--- src/rtl/pwm_audio_out_pkg.sv ---
// Shared definitions for the PWM audio output path; the MMIO decode reuses
// the defaults and state encoding.
package pwm_audio_out_pkg;

  typedef enum logic {
    IDLE = 1'b0,
    RUN  = 1'b1
  } pwm_state_e;

  localparam int PWM_WIDTH_DEF    = 8;
  localparam int PWM_PRESCALE_DEF = 50;

  // Prescaler needs at least one bit even when PRESCALE == 1.
  function automatic int presc_bits(input int p);
    return (p > 1) ? $clog2(p) : 1;
  endfunction

endpackage

--- src/rtl/pwm_tick_gen.sv ---
// Free-running prescaler: one-cycle tick every PRESCALE clocks while en is high,
// held at zero while en is low.
module pwm_tick_gen
  import pwm_audio_out_pkg::*;
#(
  parameter int PRESCALE = PWM_PRESCALE_DEF
) (
  input  logic clock,
  input  logic reset,
  input  logic en,
  output logic tick
);

  localparam int PW = presc_bits(PRESCALE);
  localparam logic [PW-1:0] LAST = PW'(PRESCALE - 1);

  logic [PW-1:0] cnt_q, cnt_d;

  always_comb begin
    cnt_d = '0;
    if (en && (cnt_q != LAST)) cnt_d = cnt_q + 1'b1;
  end

  assign tick = en && (cnt_q == LAST);

  always_ff @(posedge clock or negedge reset) begin
    if (!reset) cnt_q <= '0;
    else        cnt_q <= cnt_d;
  end

endmodule

--- src/rtl/pwm_audio_out.sv ---
// PWM audio output: one-deep shadow buffer feeding a duty register that only
// changes on period boundaries, so periods are never truncated.
module pwm_audio_out
  import pwm_audio_out_pkg::*;
#(
  parameter int WIDTH    = PWM_WIDTH_DEF,
  parameter int PRESCALE = PWM_PRESCALE_DEF
) (
  input  logic             clock,
  input  logic             reset,
  input  logic             enable,
  input  logic             rest,
  input  logic [WIDTH-1:0] sample_data,
  input  logic             sample_valid,
  output logic             sample_ready,
  input  logic             clr_underrun,
  output logic             pwm_out,
  output logic             period_start,
  output logic             underrun
);

  pwm_state_e       state_q, state_d;
  logic [WIDTH-1:0] count_q, count_d;
  logic [WIDTH-1:0] active_duty_q, active_duty_d;
  logic [WIDTH-1:0] shadow_q, shadow_d;
  logic             shadow_full_q, shadow_full_d;
  logic             pwm_out_q, pwm_out_d;
  logic             period_start_q, period_start_d;
  logic             underrun_q, underrun_d;

  logic run, tick, boundary, xfer;

  assign run          = (state_q == RUN);
  assign sample_ready = !shadow_full_q;
  assign xfer         = sample_valid && !shadow_full_q;
  assign boundary     = tick && (count_q == {WIDTH{1'b1}});

  pwm_tick_gen #(.PRESCALE(PRESCALE)) u_tick (
    .clock (clock),
    .reset (reset),
    .en    (run),
    .tick  (tick)
  );

  always_comb begin
    state_d        = state_q;
    count_d        = '0;
    active_duty_d  = active_duty_q;
    shadow_d       = shadow_q;
    shadow_full_d  = shadow_full_q;
    underrun_d     = underrun_q;

    case (state_q)
      IDLE:    if (enable)  state_d = RUN;
      RUN:     if (!enable) state_d = IDLE;
      default: state_d = IDLE;
    endcase

    if (run) count_d = tick ? count_q + 1'b1 : count_q;

    if (clr_underrun) underrun_d = 1'b0;

    if (boundary) begin
      if (shadow_full_q) begin
        active_duty_d = shadow_q;
        shadow_full_d = 1'b0;
      end else if (xfer) begin
        // Sample arriving exactly at the wrap skips the shadow entirely.
        active_duty_d = sample_data;
      end else begin
        underrun_d = 1'b1;
      end
    end else begin
      // While idle the shadow drains straight into the duty register so the
      // first period after enable already plays it.
      if (!run && shadow_full_q) begin
        active_duty_d = shadow_q;
        shadow_full_d = 1'b0;
      end
      if (xfer) begin
        shadow_d      = sample_data;
        shadow_full_d = 1'b1;
      end
    end

    pwm_out_d      = run && enable && !rest && (count_q < active_duty_q);
    period_start_d = boundary || ((state_q == IDLE) && enable);
  end

  always_ff @(posedge clock or negedge reset) begin
    if (!reset) begin
      state_q        <= IDLE;
      count_q        <= '0;
      active_duty_q  <= '0;
      shadow_q       <= '0;
      shadow_full_q  <= 1'b0;
      pwm_out_q      <= 1'b0;
      period_start_q <= 1'b0;
      underrun_q     <= 1'b0;
    end else begin
      state_q        <= state_d;
      count_q        <= count_d;
      active_duty_q  <= active_duty_d;
      shadow_q       <= shadow_d;
      shadow_full_q  <= shadow_full_d;
      pwm_out_q      <= pwm_out_d;
      period_start_q <= period_start_d;
      underrun_q     <= underrun_d;
    end
  end

  assign pwm_out      = pwm_out_q;
  assign period_start = period_start_q;
  assign underrun     = underrun_q;

endmodule

--- config.mk ---
export PLATFORM = sky130hd
export DESIGN_NAME = pwm_audio_out
export DESIGN_NICKNAME = d
export VERILOG_FILES = /design/src/rtl/pwm_audio_out_pkg.sv /design/src/rtl/pwm_tick_gen.sv /design/src/rtl/pwm_audio_out.sv
export SDC_FILE = /design/constraint.sdc
export NUM_CORES = 1
export LEC_CHECK = 0
export CAP_MARGIN = 40
export CORE_ASPECT_RATIO = 1.5
export CORE_MARGIN = 8
export CORE_UTILIZATION = 50
export DETAILED_ROUTE_END_ITERATION = 8
export PLACE_DENSITY_LB_ADDON = 0.08
export SYNTH_ARGS = -nofsm -noshare
export SYNTH_HDL_FRONTEND = slang
export SYNTH_SLANG_ARGS = --single-unit
--- constraint.sdc ---
create_clock -name clock -period 1.8 [get_ports clock]
set_input_delay 0.18 -clock clock [delete_from_list [all_inputs] [get_ports clock]]
set_output_delay 0.18 -clock clock [all_outputs]
set_load 0.02 [all_outputs]
# [After elaboration in Yosys (flattened, before gate mapping)]
# Cells that the tools add are included.
# W data, S select, Z words.
[totals] in_bits=14 output_inout_bits=4 wordCells=51 register_bits=35
[classes] order_cmp=1 n_reduce_logical=17 muxes=15 n_bitwise=2 add_sub_neg=2 eq_ne=5
[op_table] cell="$mux W8" count=6
[op_table] cell="$logic_and A1 B1 Y1" count=9
[op_table] cell="$add A8 B1 Y8 const B" count=1
[op_table] cell="$eq A8 B8 Y1 const B" count=1
[op_table] cell="$lt A8 B8 Y1" count=1
[op_table] cell="$mux W1" count=8
[op_table] cell="$add A6 B1 Y6 const B" count=1
[op_table] cell="$eq A6 B6 Y1 const B" count=1
[op_table] cell="$mux W6" count=1
[op_table] cell="$ne A6 B6 Y1 const B" count=1
[op_table] cell="$reduce_and A2 Y1" count=2
[op_table] cell="$logic_not A1 Y1" count=3
[op_table] cell="$ne A3 B2 Y1 const B" count=1
[op_table] cell="$reduce_bool A3 Y1" count=1
[op_table] cell="$ne A2 B1 Y1 const B" count=1
[op_table] cell="$not A1 Y1" count=2
[op_table] cell="$reduce_bool A2 Y1" count=1
[op_table] cell="$logic_or A1 B1 Y1" count=1

# [Longest topological paths before layout]
# Gate-level depths: netlist of run 1.
[depth] depth_word=5 ltp_mapped=6 depth_no_buf=6

# [Modules after synthesis]
# A second synthesis of run 1 with hierarchy kept.
[unflattened] cells_unflattened=160 hier_area_um2=1744.2
[by_module_without_submodules] mod="pwm_audio_out" seq_area_each_um2=725.7 area_each_um2=1452.6 cells_per_inst=132 instances=1
[by_module_without_submodules] mod="pwm_tick_gen" seq_area_each_um2=150.1 area_each_um2=291.5 cells_per_inst=28 instances=1

# [Worst setup path before layout of run 1]
# Ideal clock, no wire load.
[synth_path] path_kind="reg-to-reg" from="register u_tick.cnt_q[1]" to="register count_q[7]" required_ns=1.681 arrival_ns=1.653 period_less_slack_ns=1.772 setup_time_ns=0.119 setup_slack_ns=0.028 stages_incl_launch_ff=7 n_path_buf=0 path_cell_list="dfrtp_1 inv_1 ha_1 nor4bb_1 nand4_1 xnor2_1 and2_1"
[synth_between] elab_chain_len=3
[synth_rtl] item="start: declaration" line_no="pwm_tick_gen.sv:17" source="logic [PW-1:0] cnt_q, cnt_d;"
[synth_rtl] item="start signal: assignment" line_no="pwm_tick_gen.sv:28" source="else cnt_q <= cnt_d;"
[synth_rtl] item="$eq A6 B6 Y1" line_no="pwm_tick_gen.sv:24" source="assign tick = en && (cnt_q == LAST);"
[synth_rtl] item="$logic_and A1 B1 Y1" line_no="pwm_tick_gen.sv:24"
[synth_rtl] item="$ne A2 B1 Y1 (no line)"
[synth_rtl] item="end signal: assignment" line_no="pwm_audio_out.sv:102" source="count_q <= count_d;"
[synth_rtl] item="end: declaration" line_no="pwm_audio_out.sv:23" source="logic [WIDTH-1:0] count_q, count_d;"
# Every way passes these cells.
# A chain may end at the register's enable or synchronous reset.

# [Worst setup path after layout of run 1]
[layout_path] from="register count_q[0]" to="register shadow_q[0]"
[layout_between] elab_chain_len=4
[layout_rtl] item="$eq A8 B8 Y1" line_no="pwm_audio_out.sv:36" source="assign boundary = tick && (count_q == {WIDTH{1'b1}});"
[layout_rtl] item="$logic_and A1 B1 Y1" line_no="pwm_audio_out.sv:36"
[layout_rtl] item="$not A1 Y1 (no line)"
[layout_rtl] item="$reduce_and A2 Y1 (no line)"
[layout_rtl] item="end signal: assignment" line_no="pwm_audio_out.sv:104" source="shadow_q <= shadow_d;"
[layout_rtl] item="end: declaration" line_no="pwm_audio_out.sv:25" source="logic [WIDTH-1:0] shadow_q, shadow_d;"
# Every way passes these cells.

==> out/metrics.csv, run 1 <==
metric;value;unit
WL final;3574;um
Initial Util;0.5080;
post-DR vias/cell;5.345;
final std cells w/o fill;229;
Routed Antenna Nets;0;
max-cap check violation count;0;
DRC viols;0;
die height;89.88;um
crit-path cells;ha_1 > nand4b_1 > nor2_2 > a41oi_2 > buf_12 > mux2_2;
GRT Overall Usage;0.1334;
Synth area leaders;dfrtp_1, mux2i_1, ha_1;
min-delay worst type;input pin to asynchronous set/reset pin;
clock-pin slew on the worst setup and hold paths;0.07;ns
IO buf count;17;
leakage;1.075;nW
largest net degree at the start of global routing;36;
critical path fanouts, max;8;
initial antenna violation count;0;
status;complete, no violations;
peak supply drop;0.6854;mV
fin nets;209;
Mapped Cells;155;
Worst Setup Start Kind;flop;
Worst path top cell family by delay;flip-flops;
Max Transition Viols Final;0;
CTS root buf;clkbuf_8;
WP buf/inv;1;
most frequent cell after synthesis;dfrtp_1;
core area;3581;sq um
cell taking the most area after synthesis;dfrtp_1;
# H-tree levels;2;
clk buf depth;2;
Synthesized Nets;179;
Inst Count DP;221;
RSZ-0062 raised after global routing;no;
ys async rst share;1.000;
chip width;65.25;um
Hold Worst Slack;0.3034;ns
fmax;586.5;MHz
Cell Pwr Density;855.0;nW/um^2
final setup TNS;0;ns
type of the worst setup path;flop to flop;
WL/cell;15.61;um
Synth cell types;39;
Critical Path Slowest Stage Cell;dfrtp_1;
Clock Latency Late Sink;0.29;ns
total power;1.899;mW
share of cells above drive strength 1;0.1828;
vias post-DR;1224;
TritonCTS clock tree;done;
CP peak stage delay;0.41;ns
dpl hpwl;2729;um
relative slew slack;0.7046;
fin crit period;1.705;ns
total congestion overflow;0;
top_reg_cell synth;dfrtp_1;
n_diodes;0;
RD Place Congestion;0.8036;
drt first pass iters;4;
Critical Path RT;1.97;ns
worst-margin pin slew;0.4431;ns
commonest cells in the netlist;dfrtp_1, mux2i_1, inv_1;
Synth Register Bits;35;
syn_area_per_cell;11.74;sq um
cell area after synthesis;1819;sq um
EDFF count, synth;0;
vias in the first global route;1376;
slack of the critical path;0.09502;ns
Setup violations, final;0;
final worst path period share;0.9472;
die area;5864;sq um
area grow syn2layout;22.08;%
# rows;27;
Worst setup EP type;flop;
IO Count;18;
first-pass GRT wire length;6147;um
skew final;0.008237;ns
Placement Setup Slack;-0.1301;ns
CP arrival;1.88;ns
Yosys top cell area share;0.4814;
final hold viol count;0;
Synth warnings;0;
sequential area share after synthesis;0.4814;
clk sinks;35;
drt initial violations;33;
CTS Buf Count;5;
cells in the final DEF, fill, tap and decap left out, types with 3 or more instances in the layout:
cell type	netlist	routed
nand3_1	7	7
xnor2_1	9	9
nand4_1	5	5
clkbuf_8	0	5
mux2_2	8	8
dfrtp_1	35	35
clkdlybuf4s50_1	0	17
inv_1	11	11
and2_1	6	6
ha_1	10	10
buf_4	0	8
nand2_1	7	7
nor2_1	9	8
a21o_1	3	3
mux2i_1	14	14
registers in the layout, summed over array words and instances, names as in the netlist:
signal / flops
active_duty_q: 8
count_q: 8
shadow_q: 8
u_tick.cnt_q: 6
period_start: 1
pwm_out: 1
run: 1
shadow_full_q: 1
underrun: 1
power breakdown:
group | switching (mW) | internal, mW
combinational | 0.188 | 0.209
clock | 0.270 | 0.271
sequential | 0.0529 | 0.907
total | 0.511 | 1.39
kinds of logic after synthesis:
kind of cell,synth area share
and+or+nand+nor,0.1548
DFF,0.4814
muxes,0.1431
buffers and inverters,0.03645
AOI/OAI and AO/OA,0.06259
xor gates and xnor gates,0.05296
adders and majority gates,0.06878
layout make-up:
class / instances / area (sq um)
fill: 297 / 1360
clock inverter: 1 / 5.005
sequential: 35 / 875.8
inverter: 11 / 41.29
multi-input combinational: 105 / 898.4
clock buffer: 7 / 76.32
tap: 43 / 53.80
timing repair buffer: 27 / 270.3
final timing paths:
kind | to | depth (start not counted) | startpoint | slack (ns)
hold reg to reg | shadow_q[1] | 1 | shadow_q[1] | 0.51
min in group clock | run | 1 | enable | 0.43
max in group asynchronous | shadow_q[2] | 2 | reset | 1.18
hold / removal | count_q[3] | 2 | reset | 0.30
setup reg to reg | shadow_q[0] | 6 | count_q[0] | 0.1
setup / recovery | shadow_q[0] | 6 | count_q[0] | 0.1
per-layer routing:
metal / wire [um] / part of all wire / track usage / up-vias
met5: 0 / 0 / 0 / -
li1: - / - / - / 601
met1: 1416 / 0.40 / 0.1357 / 592
met2: 1904 / 0.53 / 0.2300 / 21
met3: 143 / 0.040 / 0.04596 / 10
met4: 110 / 0.031 / 0.06764 / 0
stage by stage:
step / utilization / cell area (sq um)
floorplan: - / 1819
global placement: 0.5915 / 2118
detailed placement: 0.5915 / 2118
CTS: 0.6195 / 2218
global route: 0.6202 / 2221
finish: 0.6202 / 2221
repair_timing:
item | 4_1_cts | 5_1_grt
setup buffers | 0 | 0
pin swaps | 0 | 3
resized for setup | 3 | 1
hold buffers | 0 | 0
setup endpoints to repair | 1 | 16
No activity file was read; power rests on OpenSTA's default activity.
==> run 2, diff against run 1 <==
--- a/config.mk
+++ b/config.mk
@@ -10,6 +10,7 @@
 export CORE_MARGIN = 8
 export CORE_UTILIZATION = 50
 export DETAILED_ROUTE_END_ITERATION = 8
+export GPL_TIMING_DRIVEN = 0
 export PLACE_DENSITY_LB_ADDON = 0.08
 export SYNTH_ARGS = -nofsm -noshare
 export SYNTH_HDL_FRONTEND = slang
==> run 2 against run 1 <==
  * Non-clock buffer count up 10
  * Flip-flop and latch count is the same
  * Worst setup slack got worse by 0.095 ns
  * Critical endpoint is now active_duty_q[0]
  * Largest cell class unchanged
  * Register-to-register slack got worse by 0.09 ns
  * Core utilization is 2.6 points higher
  * Sequential share of layout area fell by 1.6 points
  * Die area is the same
  * Largest power group unchanged
  * Global-route usage is 0.84 points higher
  * Hold slack better by 0.093 ns
  * Critical path type unchanged
==> out/metrics.csv, run 2 (synthesized netlist as in run 1, its figures left out) <==
metric;value;unit;change
commonest non-fill, non-tap cell in the layout;dfrtp_1;;
fin nets;219;;+4.8%
status;complete, no violations;;
TritonCTS clock tree;done;;
CTS Buf Count;5;;unchanged
dpl hpwl;2711;um;-0.64%
Seq pwr share;0.492;;-0.014
Clock Latency Late Sink;0.29;ns;about the same
Cell Pwr Density;841.7;nW/um^2;-1.6%
initial antenna violation count;0;;unchanged
fin crit period;1.800;ns;+0.09496 ns
IO buf count;17;;unchanged
share of cells above drive strength 1;0.2410;;+0.05823
Critical Path Slowest Stage Cell;dfrtp_1;;
critical path fanouts, max;7;;-1
final hold viol count;0;;unchanged
FF/Latch Area;875.8;sq um;unchanged
WP buf/inv;2;;+1
final worst path period share;1.000;;+0.05275
RD Place Congestion;0.8530;;+6.1%
Critical Path RT;1.97;ns;about the same
min-delay worst type;input pin to flop;;
most frequent cells in the layout;dfrtp_1, clkdlybuf4s50_1, mux2i_1, buf_4, inv_1;;
worst-margin pin slew;0.7926;ns;+0.3495 ns
# H-tree levels;2;;unchanged
first-pass GRT wire length;6610;um;+7.5%
CP peak stage delay;0.38;ns;-0.03 ns
Int Power;1.428;mW;+2.9%
Routed Antenna Nets;0;;unchanged
DRC viols;0;;unchanged
P_sw;0.5193;mW;+1.6%
Setup violations, final;0;;unchanged
die area;5864;sq um;unchanged
chip width;65.25;um;unchanged
core area;3581;sq um;unchanged
top flop regs;active_duty_q: 8 flops, count_q: 8 flops, shadow_q: 8 flops;;
CP arrival;1.97;ns;+0.09 ns
drt initial violations;37;;+12%
vias post-DR;1297;;+6.0%
drt first pass iters;4;;unchanged
total congestion overflow;0;;unchanged
skew final;0.006803;ns;-0.001435 ns
clock-pin slew on the worst setup and hold paths;0.07;ns;about the same
fmax;555.6;MHz;-5.3%
Sw Share;0.2667;;-0.002538
clk buf depth;2;;unchanged
Worst setup EP type;flop;;
Initial Util;0.5080;;unchanged
peak supply drop;0.7408;mV;+8.1%
final instance area;2313;sq um;+4.2%
n_diodes;0;;unchanged
largest net degree at the start of global routing;36;;unchanged
multi-input logic area;929.6;sq um;+3.5%
Worst path top cell family by delay;simple AND/OR/NAND/NOR gates;;
Clock power frac;0.295;;+0.010
combinational share of power;0.213;;+0.004
RSZ-0062 raised after global routing;yes;;
post-DR vias/cell;5.450;;+2.0%
Max Transition Viols Final;0;;unchanged
Worst Setup Start Kind;flop;;
CTS root buf;clkbuf_8;;
max-cap check violation count;0;;unchanged
vias in the first global route;1468;;+6.7%
type of the worst setup path;flop to flop;;
placed cell areas;2038;sq um;-3.8%
Filler Cells Inserted;302;;+1.7%
IO Count;18;;unchanged
total power;1.947;mW;+2.6%
die height;89.88;um;unchanged
crit-path cells;inv_1 > ha_2 > and4b_2 > nand4_1 > a21oi_4 > buf_12 > mux2_4;;
GRT Overall Usage;0.1418;;+0.008381
WL final;3855;um;+7.9%
# rows;27;;unchanged
relative slew slack;0.4716;;-0.2330
area grow syn2layout;27.17;%;
clk sinks;35;;unchanged
leakage;1.121;nW;+4.3%
WL/cell;16.20;um;+3.8%
-- run 2: changes by cell type in the layout (fill, tap and decap cells not counted), sizes merged --
cell / previous run / this run
buf: 10 / 19
clkdlybuf4s50: 17 / 16
dlygate4sd3: 0 / 1
-- run 2: metrics by stage --
stage	setup WS [ns]	TNS (ns)	hold WS, ns	std cells	utilization
CTS	0.002463	0	0.3893	231	0.6300
finish	0.00005951	0	0.3966	238	0.6461
global placement	-0.2925	-9.758	0.4790	215	0.5706
detailed placement	-0.3161	-4.083	0.3055	215	0.5692
global route	-0.08008	-0.4573	0.3887	238	0.6461
floorplan	0.02837	0	-0.1156	155	-
-- run 2: repair_timing --
item / CTS / global route
endpoints found under the hold margin: 15 / 0
gates resized for setup: 7 / 2
pin swaps: 3 / 1
buffers inserted: 8 / 7
endpoints found under the setup margin: 29 / 17
hold buffers: 1 / 0
-- run 2: cell type report --
class	instances	area share
plain buffers	4	0.01082
well taps	43	0.02326
multi-input cells	105	0.4018
clock buffers	6	0.03569
flip-flops and latches	35	0.3786
repair buffers	33	0.1298
inverters	11	0.01785
clock inverters	1	0.002163
-- run 2: layer usage --
layer  part of all wire  up-vias  routed length [um]  global-route usage
met4              0.022        0                  85             0.06947
li1                   -      619                   -                   -
met3              0.025        8                  96             0.03851
met5                  0        -                   0                   0
met1               0.38      651                1469              0.1444
met2               0.57       19                2204              0.2523
-- run 2: path summary, 6_finish.rpt --
kind	start	endpoint	slack [ns]	cells after the start
max	u_tick.cnt_q[1]	active_duty_q[0]	0.00006	7
min	enable	run	0.40	1
max reg2reg	u_tick.cnt_q[1]	active_duty_q[0]	0.00006	7
min reg2reg	u_tick.cnt_q[0]	u_tick.cnt_q[0]	0.49	1
max in group asynchronous	reset	shadow_q[2]	0.78	2
min in group asynchronous	reset	count_q[2]	0.51	2
-- run 2: power by group through the flow --
stage / clock [mW] / sequential, mW / combinational, mW
detailed placement: 0 / 0.975 / 0.366
global route: 0.614 / 0.972 / 0.468
floorplan: 0 / 0.961 / 0.253
global placement: 0 / 0.966 / 0.350
finish: 0.575 / 0.958 / 0.414
CTS: 0.587 / 0.960 / 0.406
==> run 3, diff against run 2 <==
--- a/config.mk
+++ b/config.mk
@@ -6,7 +6,6 @@
 export NUM_CORES = 1
 export LEC_CHECK = 0
 export CAP_MARGIN = 40
-export CORE_ASPECT_RATIO = 1.5
 export CORE_MARGIN = 8
 export CORE_UTILIZATION = 50
 export DETAILED_ROUTE_END_ITERATION = 8
==> constraint.sdc (replaced) <==
create_clock -name clock -period 1.8 [get_ports clock]
set_input_delay 0.36 -clock clock [delete_from_list [all_inputs] [get_ports clock]]
set_output_delay 0.36 -clock clock [all_outputs]
set_load 0.02 [all_outputs]
==> run 3 against run 2 <==
  * First-iteration DRC count grew 46%
  * Critical endpoint unchanged
  * Core utilization shrank 1.3 points
  * Critical path depth is the same
==> out/metrics.csv, run 3 (synthesized netlist as in run 1, its figures left out) <==
metric;value;unit;change
multi-input logic area;937.1;sq um;+0.81%
skew final;0.009398;ns;+0.002596 ns
relative slew slack;0.4963;;+0.02471
area grow syn2layout;24.55;%;
RSZ-0062 raised after global routing;yes;;
crit-path cells;inv_2 > ha_4 > and4b_2 > buf_4 > nand4_4 > mux2_4 > mux2_4;;
Filler Cells Inserted;301;;-0.33%
initial antenna violation count;0;;unchanged
Final Util;0.6332;;-0.01283
CTS root buf;clkbuf_4;;
WP buf/inv;2;;unchanged
status;complete, no violations;;
RD Place Congestion;0.7774;;-8.9%
GRT Overall Usage;0.1296;;-0.01223
IO Count;18;;unchanged
Cell Pwr Density;775.8;nW/um^2;-7.8%
CTS Buf Count;5;;unchanged
# H-tree levels;2;;unchanged
total power;1.758;mW;-9.7%
Setup violations, final;0;;unchanged
FF/Latch Area;877.1;sq um;+0.14%
dpl hpwl;2492;um;-8.1%
Critical Path Slowest Stage Cell;dfrtp_1;;
Worst path top cell family by delay;multiplexers;;
DRC viols;0;;unchanged
top flop regs;active_duty_q: 8 flops, count_q: 8 flops, shadow_q: 8 flops;;
critical path fanouts, max;3;;-4
core area;3578;sq um;about the same
final setup TNS;0;ns;unchanged
CP peak stage delay;0.41;ns;+0.03 ns
CP arrival;1.99;ns;+0.02 ns
die height;76.32;um;-15%
Initial Util;0.5084;;about the same
drt initial violations;54;;+46%
WL final;3651;um;-5.3%
Worst setup EP type;flop;;
worst-margin pin slew;0.7556;ns;-0.03707 ns
# rows;22;;-19%
Critical Path RT;2.02;ns;+0.05 ns
final instance area;2266;sq um;-2.1%
peak supply drop;0.5269;mV;-29%
type of the worst setup path;flop to flop;;
crit-path most repeated cell;mux2_4;;
placed cell areas;2044;sq um;+0.31%
n_diodes;0;;unchanged
clk buf depth;2;;unchanged
max-cap check violation count;0;;unchanged
total congestion overflow;0;;unchanged
fin crit period;1.768;ns;-0.03153 ns
commonest non-fill, non-tap cell in the layout;dfrtp_1;;
vias in the first global route;1315;;-10%
leakage;1.082;nW;-3.4%
largest net degree at the start of global routing;36;;unchanged
WL/cell;15.41;um;-4.9%
drt first pass iters;4;;unchanged
share of cells above drive strength 1;0.2222;;-0.01880
Clock Latency Late Sink;0.33;ns;+0.04 ns
TritonCTS clock tree;done;;
hold_buf cts;0;;-1
final hold viol count;0;;unchanged
clock-pin slew on the worst setup and hold paths;0.10;ns;+0.03 ns
vias post-DR;1261;;-2.8%
fin nets;214;;-2.3%
Worst Setup Start Kind;flop;;
die area;5825;sq um;-0.68%
Reg2Reg Setup Slack;0.03;ns;+0.03 ns
first-pass GRT wire length;6141;um;-7.1%
fmax;565.5;MHz;+1.8%
post-DR vias/cell;5.321;;-2.4%
IO buf count;17;;unchanged
Max Transition Viols Final;0;;unchanged
Routed Antenna Nets;0;;unchanged
chip width;76.32;um;+17%
min-delay worst type;input pin to asynchronous set/reset pin;;
most frequent cells in the layout;dfrtp_1, clkdlybuf4s50_1, mux2i_1;;
clk sinks;35;;unchanged
final worst path period share;0.9824;;-0.01752
==> run 3: area by class of cell <==
class                           instances  share of cell area
Multi-Input combinational cell        105              0.4136
Timing Repair Buffer                   28              0.1253
Tap cell                               48             0.02650
Buffer                                  4             0.01104
Clock buffer                            6             0.01822
Sequential cell                        35              0.3871
Inverter                               11             0.01822
==> run 3: per-stage QoR <==
stage,setup slack (ns),cells,hold WS (ns)
floorplan,0.02837,155,0.06441
global placement,-0.3647,220,0.4776
detailed placement,-0.2471,220,0.4780
CTS,0.003481,234,0.1131
global route,-0.009911,237,0.1433
finish,0.03159,237,0.08400
==> run 3: per-layer routing <==
layer  GRT usage  part of all wire
met4     0.05577             0.021
met5           0                 0
met2      0.2117              0.49
met3     0.04245             0.047
met1      0.1516              0.44
==> run 3: repair_timing <==
| action | 4_1_cts | 5_1_grt |
|---|---|---|
| setup buffers | 8 | 3 |
| pin swaps | 3 | 1 |
| hold endpoints to repair | 0 | 0 |
| endpoints found under the setup margin | 30 | 21 |
| resized for setup | 7 | 5 |
==> run 3: worst paths after layout <==
path | startpoint | endpoint | cells past startpoint
worst max-delay path | u_tick.cnt_q[1] | active_duty_q[0] | 7
worst min-delay path | reset | shadow_full_q | 1
worst max register to register | u_tick.cnt_q[1] | active_duty_q[0] | 7
worst min register to register | shadow_q[2] | shadow_q[2] | 1
max in group asynchronous | reset | u_tick.cnt_q[0] | 1
min in group clock | shadow_q[2] | shadow_q[2] | 1
==> run 3: power breakdown <==
group / switching, mW / internal (mW) / total (mW)
Clock: 0.238 / 0.139 / 0.377
Sequential: 0.0522 / 0.906 / 0.958
Combinational: 0.200 / 0.223 / 0.423
Total: 0.490 / 1.27 / 1.76
